--- config.mk ---
export PLATFORM = sky130hd
export DESIGN_NAME = plic_claim_ctrl
export DESIGN_NICKNAME = d
export VERILOG_FILES = /design/src/rtl/plic_claim_ctrl.sv
export SDC_FILE = /design/constraint.sdc
export NUM_CORES = 1
export LEC_CHECK = 0
export BUFFER_PORTS_ARGS = -buffer_cell sky130_fd_sc_hd__buf_4
export CORE_ASPECT_RATIO = 0.8
export CORE_MARGIN = 2
export CORE_UTILIZATION = 35
export CTS_CLUSTER_SIZE = 28
export DETAILED_ROUTE_END_ITERATION = 8
export GPL_ROUTABILITY_DRIVEN = 0
export MAX_ROUTING_LAYER = met4
export PLACE_DENSITY = 0.56
export SYNTH_ARGS = -nofsm -noshare
export SYNTH_HDL_FRONTEND = slang
export SYNTH_SLANG_ARGS = --single-unit
--- constraint.sdc ---
create_clock -name clk -period 3.1 [get_ports clk]
set_clock_uncertainty 0.05 [all_clocks]
set_input_delay 0.155 -clock clk [delete_from_list [all_inputs] [get_ports clk]]
set_output_delay 0.155 -clock clk [all_outputs]
set_load 0.1 [all_outputs]
--- src/rtl/plic_claim_ctrl.sv ---
// Claim/complete sequencer for one PLIC target: turns claim reads and complete
// writes into arbiter/gateway controls and keeps a nesting stack of in-service IDs.
module plic_claim_ctrl #(
  parameter int DEPTH   = 4,
  parameter int ARB_LAT = 1
) (
  input  logic       clk,
  input  logic       rst,
  input  logic       claim_req,
  input  logic       cmplt_req,
  input  logic [7:0] cmplt_wdata,
  output logic       req_ready,
  output logic       claim_rvalid,
  output logic [7:0] claim_rdata,
  input  logic [7:0] final_id,
  input  logic       ext_irq,
  output logic [7:0] claim_id,
  output logic [7:0] cmplt_id,
  output logic       ip_clr,
  output logic [7:0] ip_clr_id,
  output logic [3:0] nest_depth,
  output logic       err_ovf,
  output logic       err_cmplt,
  input  logic       err_clr
);

  typedef enum logic [2:0] {
    IDLE   = 3'd0,
    WAIT   = 3'd1,
    CLAIM  = 3'd2,
    CMPLT  = 3'd3,
    SETTLE = 3'd4
  } state_t;

  localparam logic [3:0] DEPTH_MAX = 4'(DEPTH);
  localparam logic [2:0] LAT       = 3'(ARB_LAT);

  state_t     state_r, state_next_s;
  logic [2:0] cnt_r, cnt_next_s;
  logic [7:0] stack_r [DEPTH];
  logic [3:0] depth_r;

  logic       req_ready_r, claim_rvalid_r, ip_clr_r, err_ovf_r, err_cmplt_r;
  logic [7:0] claim_rdata_r, ip_clr_id_r, cmplt_id_r;

  logic full_s, claim_dec_s, grant_s, ovf_set_s;
  logic cmplt_acc_s, cmplt_ok_s, cmplt_bad_s, push_s, pop_s;

  // Outputs are registered one cycle ahead so they coincide with CLAIM/CMPLT.
  assign full_s      = (depth_r == DEPTH_MAX);
  assign claim_dec_s = (state_next_s == CLAIM);
  assign grant_s     = claim_dec_s && ext_irq && (final_id != 8'd0) && !full_s;
  assign ovf_set_s   = claim_dec_s && ext_irq && full_s;
  assign cmplt_acc_s = (state_r == IDLE) && cmplt_req;
  assign cmplt_ok_s  = cmplt_acc_s && (cmplt_wdata != 8'd0) && (cmplt_wdata == stack_r[0]);
  assign cmplt_bad_s = cmplt_acc_s && (cmplt_wdata != 8'd0) && (cmplt_wdata != stack_r[0]);
  assign push_s      = (state_r == CLAIM) && ip_clr_r;
  assign pop_s       = (state_r == CMPLT) && (cmplt_id_r != 8'd0);

  // Next-state and wait/settle counter reload.
  always_comb begin
    state_next_s = state_r;
    cnt_next_s   = cnt_r;
    case (state_r)
      IDLE: begin
        if (cmplt_req) begin
          state_next_s = CMPLT;
        end else if (claim_req) begin
          if (ARB_LAT == 0) begin
            state_next_s = CLAIM;
          end else begin
            state_next_s = WAIT;
            cnt_next_s   = LAT - 3'd1;
          end
        end else begin
          state_next_s = IDLE;
        end
      end
      WAIT: begin
        if (cnt_r == 3'd0) begin
          state_next_s = CLAIM;
        end else begin
          cnt_next_s = cnt_r - 3'd1;
        end
      end
      CLAIM, CMPLT: begin
        state_next_s = SETTLE;
        cnt_next_s   = LAT;
      end
      SETTLE: begin
        if (cnt_r == 3'd0) begin
          state_next_s = IDLE;
        end else begin
          cnt_next_s = cnt_r - 3'd1;
        end
      end
      default: begin
        state_next_s = IDLE;
        cnt_next_s   = 3'd0;
      end
    endcase
  end

  // State and counter registers.
  always_ff @(posedge clk or posedge rst) begin
    if (rst) begin
      state_r <= IDLE;
      cnt_r   <= 3'd0;
    end else begin
      state_r <= state_next_s;
      cnt_r   <= cnt_next_s;
    end
  end

  // Registered handshake and response outputs.
  always_ff @(posedge clk or posedge rst) begin
    if (rst) begin
      req_ready_r    <= 1'b1;
      claim_rvalid_r <= 1'b0;
      claim_rdata_r  <= 8'd0;
      ip_clr_r       <= 1'b0;
      ip_clr_id_r    <= 8'd0;
      cmplt_id_r     <= 8'd0;
    end else begin
      req_ready_r    <= (state_next_s == IDLE);
      claim_rvalid_r <= claim_dec_s;
      claim_rdata_r  <= grant_s ? final_id : 8'd0;
      ip_clr_r       <= grant_s;
      ip_clr_id_r    <= grant_s ? final_id : 8'd0;
      cmplt_id_r     <= cmplt_ok_s ? cmplt_wdata : 8'd0;
    end
  end

  // Shift-register nesting stack; entry 0 is the ID in service, vacated slots read 0.
  always_ff @(posedge clk or posedge rst) begin
    if (rst) begin
      for (int i = 0; i < DEPTH; i++) stack_r[i] <= 8'd0;
      depth_r <= 4'd0;
    end else if (push_s) begin
      stack_r[0] <= ip_clr_id_r;
      for (int i = 1; i < DEPTH; i++) stack_r[i] <= stack_r[i-1];
      depth_r <= depth_r + 4'd1;
    end else if (pop_s) begin
      for (int i = 0; i < DEPTH - 1; i++) stack_r[i] <= stack_r[i+1];
      stack_r[DEPTH-1] <= 8'd0;
      depth_r <= depth_r - 4'd1;
    end else begin
      depth_r <= depth_r;
    end
  end

  // Sticky error flags; a clear beats a same-cycle set.
  always_ff @(posedge clk or posedge rst) begin
    if (rst) begin
      err_ovf_r   <= 1'b0;
      err_cmplt_r <= 1'b0;
    end else if (err_clr) begin
      err_ovf_r   <= 1'b0;
      err_cmplt_r <= 1'b0;
    end else begin
      err_ovf_r   <= err_ovf_r | ovf_set_s;
      err_cmplt_r <= err_cmplt_r | cmplt_bad_s;
    end
  end

  assign req_ready    = req_ready_r;
  assign claim_rvalid = claim_rvalid_r;
  assign claim_rdata  = claim_rdata_r;
  assign ip_clr       = ip_clr_r;
  assign ip_clr_id    = ip_clr_id_r;
  assign cmplt_id     = cmplt_id_r;
  assign claim_id     = stack_r[0];
  assign nest_depth   = depth_r;
  assign err_ovf      = err_ovf_r;
  assign err_cmplt    = err_cmplt_r;

endmodule
**Word-level counts from Yosys, hierarchy flattened**

Cells that the tools add are included.

- Bits in registers: 63
- Output and inout port bits: 41
- Word-level logic and storage cells: 68

- Add/subtract/negate cells: 3
- Equal/unequal tests: 11
- Mux-type cells: 17
- Bitwise logic cells: 2
- Reduce and logical (&&, ||, !) cells: 21

Operator list:

| cell | count |
|---|---|
| $mux 32 | 2 |
| $reduce_bool 8->1 | 3 |
| $mux 8 | 2 |
| $mux 3 | 5 |
| $pmux 3 s4 | 1 |
| $logic_and 1x1->1 | 10 |
| $eq 3x2->1 const B | 3 |
| $logic_not 3->1 | 3 |
| $pmux 3 s3 | 1 |
| $eq 8x8->1 | 1 |
| $mux 4 | 2 |
| $ne 8x8->1 | 1 |
| $ne 2x2->1 const B | 3 |
| $add 4x1->4 const B | 1 |
| $eq 4x3->1 const B | 1 |
| $reduce_or 2->1 | 2 |
| $sub 4x1->4 const B | 1 |
| $eq 3x1->1 const B | 1 |
| $eq 3x3->1 const B | 1 |
| $mux 1 | 3 |
| $reduce_and 3->1 | 1 |
| $sub 3x1->3 const B | 1 |
| $mux 2 | 1 |
| $or 1x1->1 | 2 |
| 2 further kinds | 2 |

**Logic depth before layout (Yosys ltp)**

- Word-level depth: 8
- Depth in mapped cells: 10

**Least setup slack after synthesis**

Ideal clock, no wire load.

- Path type: flip-flop to flip-flop
- From: reg ip_clr_r, in the netlist ip_clr
- To: reg depth_r[3], in the netlist nest_depth[3]
- Arrival: 2.344 ns
- Data required time: 2.888 ns
- Slack: 0.544 ns
- Stages on the path, launching flop included: 9
- Period minus slack after synthesis: 2.556 ns
- Cell sequence: dfrtp_1 > and3_1 > inv_1 > buf_2 > ha_1 > a21o_1 > a21oi_1 > mux2i_1 > xor2_1

- Word-level cells in the longest chain between the ends: 2
- Elaborated cells between the ends (all ways): 3

RTL lines:

| item | RTL line | source |
|---|---|---|
| from (decl) | 43 | `logic req_ready_r, claim_rvalid_r, ip_clr_r, err_ovf_r, err_cmplt_r;` |
| from (signal assigned) | 128 | `ip_clr_r <= grant_s;` |
| $logic_and 1x1->1 (*) | 57 | `assign push_s = (state_r == CLAIM) && ip_clr_r;` |
| $mux 4 / $reduce_bool 2->1 (equally long branches) | -- |  |
| to (signal assigned) | 142 | `depth_r <= depth_r + 4'd1;` |
| to (signal assigned) | 146 | `depth_r <= depth_r - 4'd1;` |
| to (signal assigned) | 148 | `depth_r <= depth_r;` |
| to (decl) | 41 | `logic [3:0] depth_r;` |

Every way passes the cells marked *; elsewhere a longest branch is shown, timed or not.
A chain may end at the register's enable or synchronous reset.

**Worst setup path after layout**

- From: reg state_r[2]
- To: reg depth_r[3], in the netlist nest_depth[3]

- Word-level cells in the longest chain between the ends: 3
- Elaborated cells between the ends (all ways): 6

RTL lines:

| item | RTL line | source |
|---|---|---|
| from (decl) | 38 | `state_t state_r, state_next_s;` |
| from (signal assigned) | 110 | `state_r <= state_next_s;` |
| $eq 3x2->1 (on tied branches) | 57, 58 |  |
| $logic_and 1x1->1 (on tied branches) | 57, 58 |  |
| $mux 4 / $reduce_bool 2->1 (equally long branches) | -- |  |

Parallel ways exist; a longest one is shown, timed or not.

==> impl_metrics.env <==
export IMPL_run_status="completed"
export IMPL_finalCritPeriodShare_pct=75.3
export IMPL_internal_power_mw=2.01
export IMPL_die_w_um=106
export IMPL_num_antenna_cells=0
export IMPL_crit_required_ns=3.31
export IMPL_drive_above_1_share_pct=26.8
export IMPL_rows=29
export IMPL_start_util_pct=36.4
export IMPL_power_switching_share_pct=45.2
export IMPL_ys_flop_type="dfrtp_1"
export IMPL_critical_path_class="reg -> reg"
export IMPL_finalHoldViolCount=0
export IMPL_synthesis_nets=296
export IMPL_clockBufferDepth=2
export IMPL_synth_edf_count=0
export IMPL_switchingPower_mw=1.66
export IMPL_via_count=2161
export IMPL_setup_violations=0
export IMPL_clk_latency_ns=0.35
export IMPL_clkTransAtPathRegs_ns=0.07
export IMPL_yosys_top_cells_area="dfrtp_1 (53%), nor2_1 (5.3%), buf_4 (4.4%)"
export IMPL_ant_nets=0
export IMPL_hp_class="in -> reg"
export IMPL_crit_path_top_delay_cell="dfrtp_1"
export IMPL_critical_path_max_fanout=8
export IMPL_pin_count=63
export IMPL_yosys_warnings=0
export IMPL_critical_path_top_delay_family="simple AND/OR/NAND/NOR gates"
export IMPL_syn2layout_area_growth_pct=29.7
export IMPL_pwr_share_comb_pct=42.3
export IMPL_rsz0062_at_grt="false"
export IMPL_fin_crit_ns=2.33
export IMPL_drt_iter0_drc=99
export IMPL_hpwlAfterDp_mm=4.89
export IMPL_syn_area_um2=2920
export IMPL_cts_root_buffer="clkbuf_8"
export IMPL_grt_pass1_wl_mm=10.9
export IMPL_syn_area_per_cell_um2=10.8
export IMPL_tritoncts="done"
export IMPL_cp_arrival_ns=2.55
export IMPL_clockPowerShare_pct=22.3
export IMPL_fin_ws_ns=0.765
export IMPL_die_area_um2=9080
export IMPL_post_cts_buffers=0
export IMPL_finalPower_mw=3.67
export IMPL_peakVddDrop_mv=0.656
export IMPL_maxCapViolCount=0
export IMPL_hold_buffers=20
export IMPL_place_inst=415
export IMPL_grt_max_degree=34
export IMPL_wirelength_mm=6.84
export IMPL_clkSinkCount=63
export IMPL_final_cell_mix="buf_4 (67), dfrtp_1 (62), nor2_1 (41)"
export IMPL_tightestPinTransition_ns=0.795
export IMPL_htreeDepth=3
export IMPL_antenna_found_initial=0
export IMPL_track_usage_pct=16.6
export IMPL_synthArstFlopShare_pct=100
export IMPL_startpoint_type="flip-flop"
export IMPL_fin_cells=451
export IMPL_powerDensity_nw_per_um2=971
export IMPL_cts_repair_resized=0
export IMPL_max_freq_mhz=428
export IMPL_fin_setup_tns_ns=0
export IMPL_core_area_um2=8020
export IMPL_whs_ns=0.0258
export IMPL_syn_instance_count=269
export IMPL_drtPass1Iterations=4
export IMPL_place_ws_ns=0.765
export IMPL_slowest_delay_ns=0.47
export IMPL_layout_commonest_cell="buf_4"
export IMPL_numCtsBuffers=9
export IMPL_synth_seq_cells=63
export IMPL_post_route_drc_count=0
export IMPL_die_y_um=85.6
export IMPL_sequentialPowerShare_pct=35.5
export IMPL_synth_top_area_cell="dfrtp_1"
export IMPL_path_buf_inv=1
export IMPL_yosysTopAreaCellShare_pct=53.2
export IMPL_grt_overflow=0
export IMPL_grt_pass1_vias=2128
export IMPL_end_kind="flip-flop"
export IMPL_crit_chain="and2b_1, and3_1, inv_1, ha_1, a21o_1, a21oi_1, mux2i_1, xor2_1"
export IMPL_synth_cell_types=45
export IMPL_power_leakage_nw=1.81
export IMPL_nNetsFinal=365
export IMPL_drv_slew=0
export IMPL_drt_vias_per_instance=4.79
export IMPL_wl_per_cell_um=15.2
export IMPL_io_buffers=62
export IMPL_relSlewSlack_pct=46.7
export IMPL_yosysSeqAreaShare_pct=54.1
per-stage QoR:
stage	util (%)	cell area [µm²]
after CTS	47.2	3780
after detailed placement	41.8	3350
after floorplan	-	2920
after global routing	47.2	3780
after global placement	41.8	3350
final	47.2	3780
power groups by stage:
stage | logic, mW | clock network [mW] | registers (mW)
6_report | 1.55 | 0.817 | 1.30
5_1_grt | 1.66 | 0.879 | 1.34
4_1_cts | 1.56 | 0.845 | 1.30
3_5_place_dp | 1.54 | 0 | 1.31
3_3_place_gp | 1.52 | 0 | 1.31
2_1_floorplan | 1.02 | 0 | 1.56
final cells by class:
cell class | instances | area, µm²
fill | 778 | 4240
sequential | 63 | 1580
multi-input combinational | 168 | 1100
timing repair buffer | 87 | 703
clock buffer | 11 | 151
tap | 108 | 135
clock inverter | 5 | 80.1
inverter | 9 | 33.8
worst register-to-register path, cell delays in order, from the launching register on:
cell and delay (ns):
dfrtp_1 0.47, and2b_1 0.36, and3_1 0.22, inv_1 0.11
ha_1 0.28, a21o_1 0.17, a21oi_1 0.18, mux2i_1 0.25
xor2_1 0.17
sequential cells by signal (all words and copies together), names as in the netlist:
name / cells
err_ovf: 1
err_cmplt: 1
cnt_r: 3
req_ready: 1
nest_depth: 4
cmplt_id: 8
ip_clr_id: 8
ip_clr: 1
stack_r: 24
state_r: 3
claim_id: 8
claim_rvalid: 1
cell usage after synthesis (all sizes together) (2+ instances only):
library cell	count
a22o	7
clkbuf	2
nor2	41
a21o	2
ha	4
nor4	4
inv	9
buf	27
mux2i	10
dfrtp	62
a21oi	11
or4	3
nor3	4
nor4b	2
and2	16
xnor2	11
nand2	11
a31oi	2
and3	2
or2	2
o22ai	14
nand4	2
o21ai	3
path summary, 6_finish.rpt:
check | start | end | slack (ns) | cells after the start
setup reg to reg | state_r[2]$_DFF_PP0_ | nest_depth[3]$_DFFE_PP0P_ | 0.77 | 8
hold / removal | ext_irq | err_ovf$_DFF_PP0_ | 0.03 | 3
min in group asynchronous | rst | ip_clr_id[6]$_DFF_PP0_ | 0.25 | 3
setup / recovery | state_r[2]$_DFF_PP0_ | nest_depth[3]$_DFFE_PP0P_ | 0.77 | 8
hold reg to reg | stack_r[0]$_DFFE_PP0P_ | stack_r[0]$_DFFE_PP0P_ | 0.45 | 2
max in group asynchronous | rst | ip_clr_id[1]$_DFF_PP0_ | 2.03 | 4
kinds of logic after synthesis:
family / synth area share [%]
compound gates: 12.8
xor+xnor: 3.61
fa+ha+maj: 2.40
buf+inv: 8.15
flops: 54.1
mux: 3.43
simple gates: 15.5
routing by layer:
layer / global-route usage [%] / vias up / wire, µm
met5: - / - / 0
met4: 7.18 / 0 / 40
met3: 4.33 / 2 / 348
met2: 22.7 / 61 / 2880
met1: 23.2 / 1041 / 3580
li1: - / 1057 / -
No activity file was read; power rests on OpenSTA's default activity.
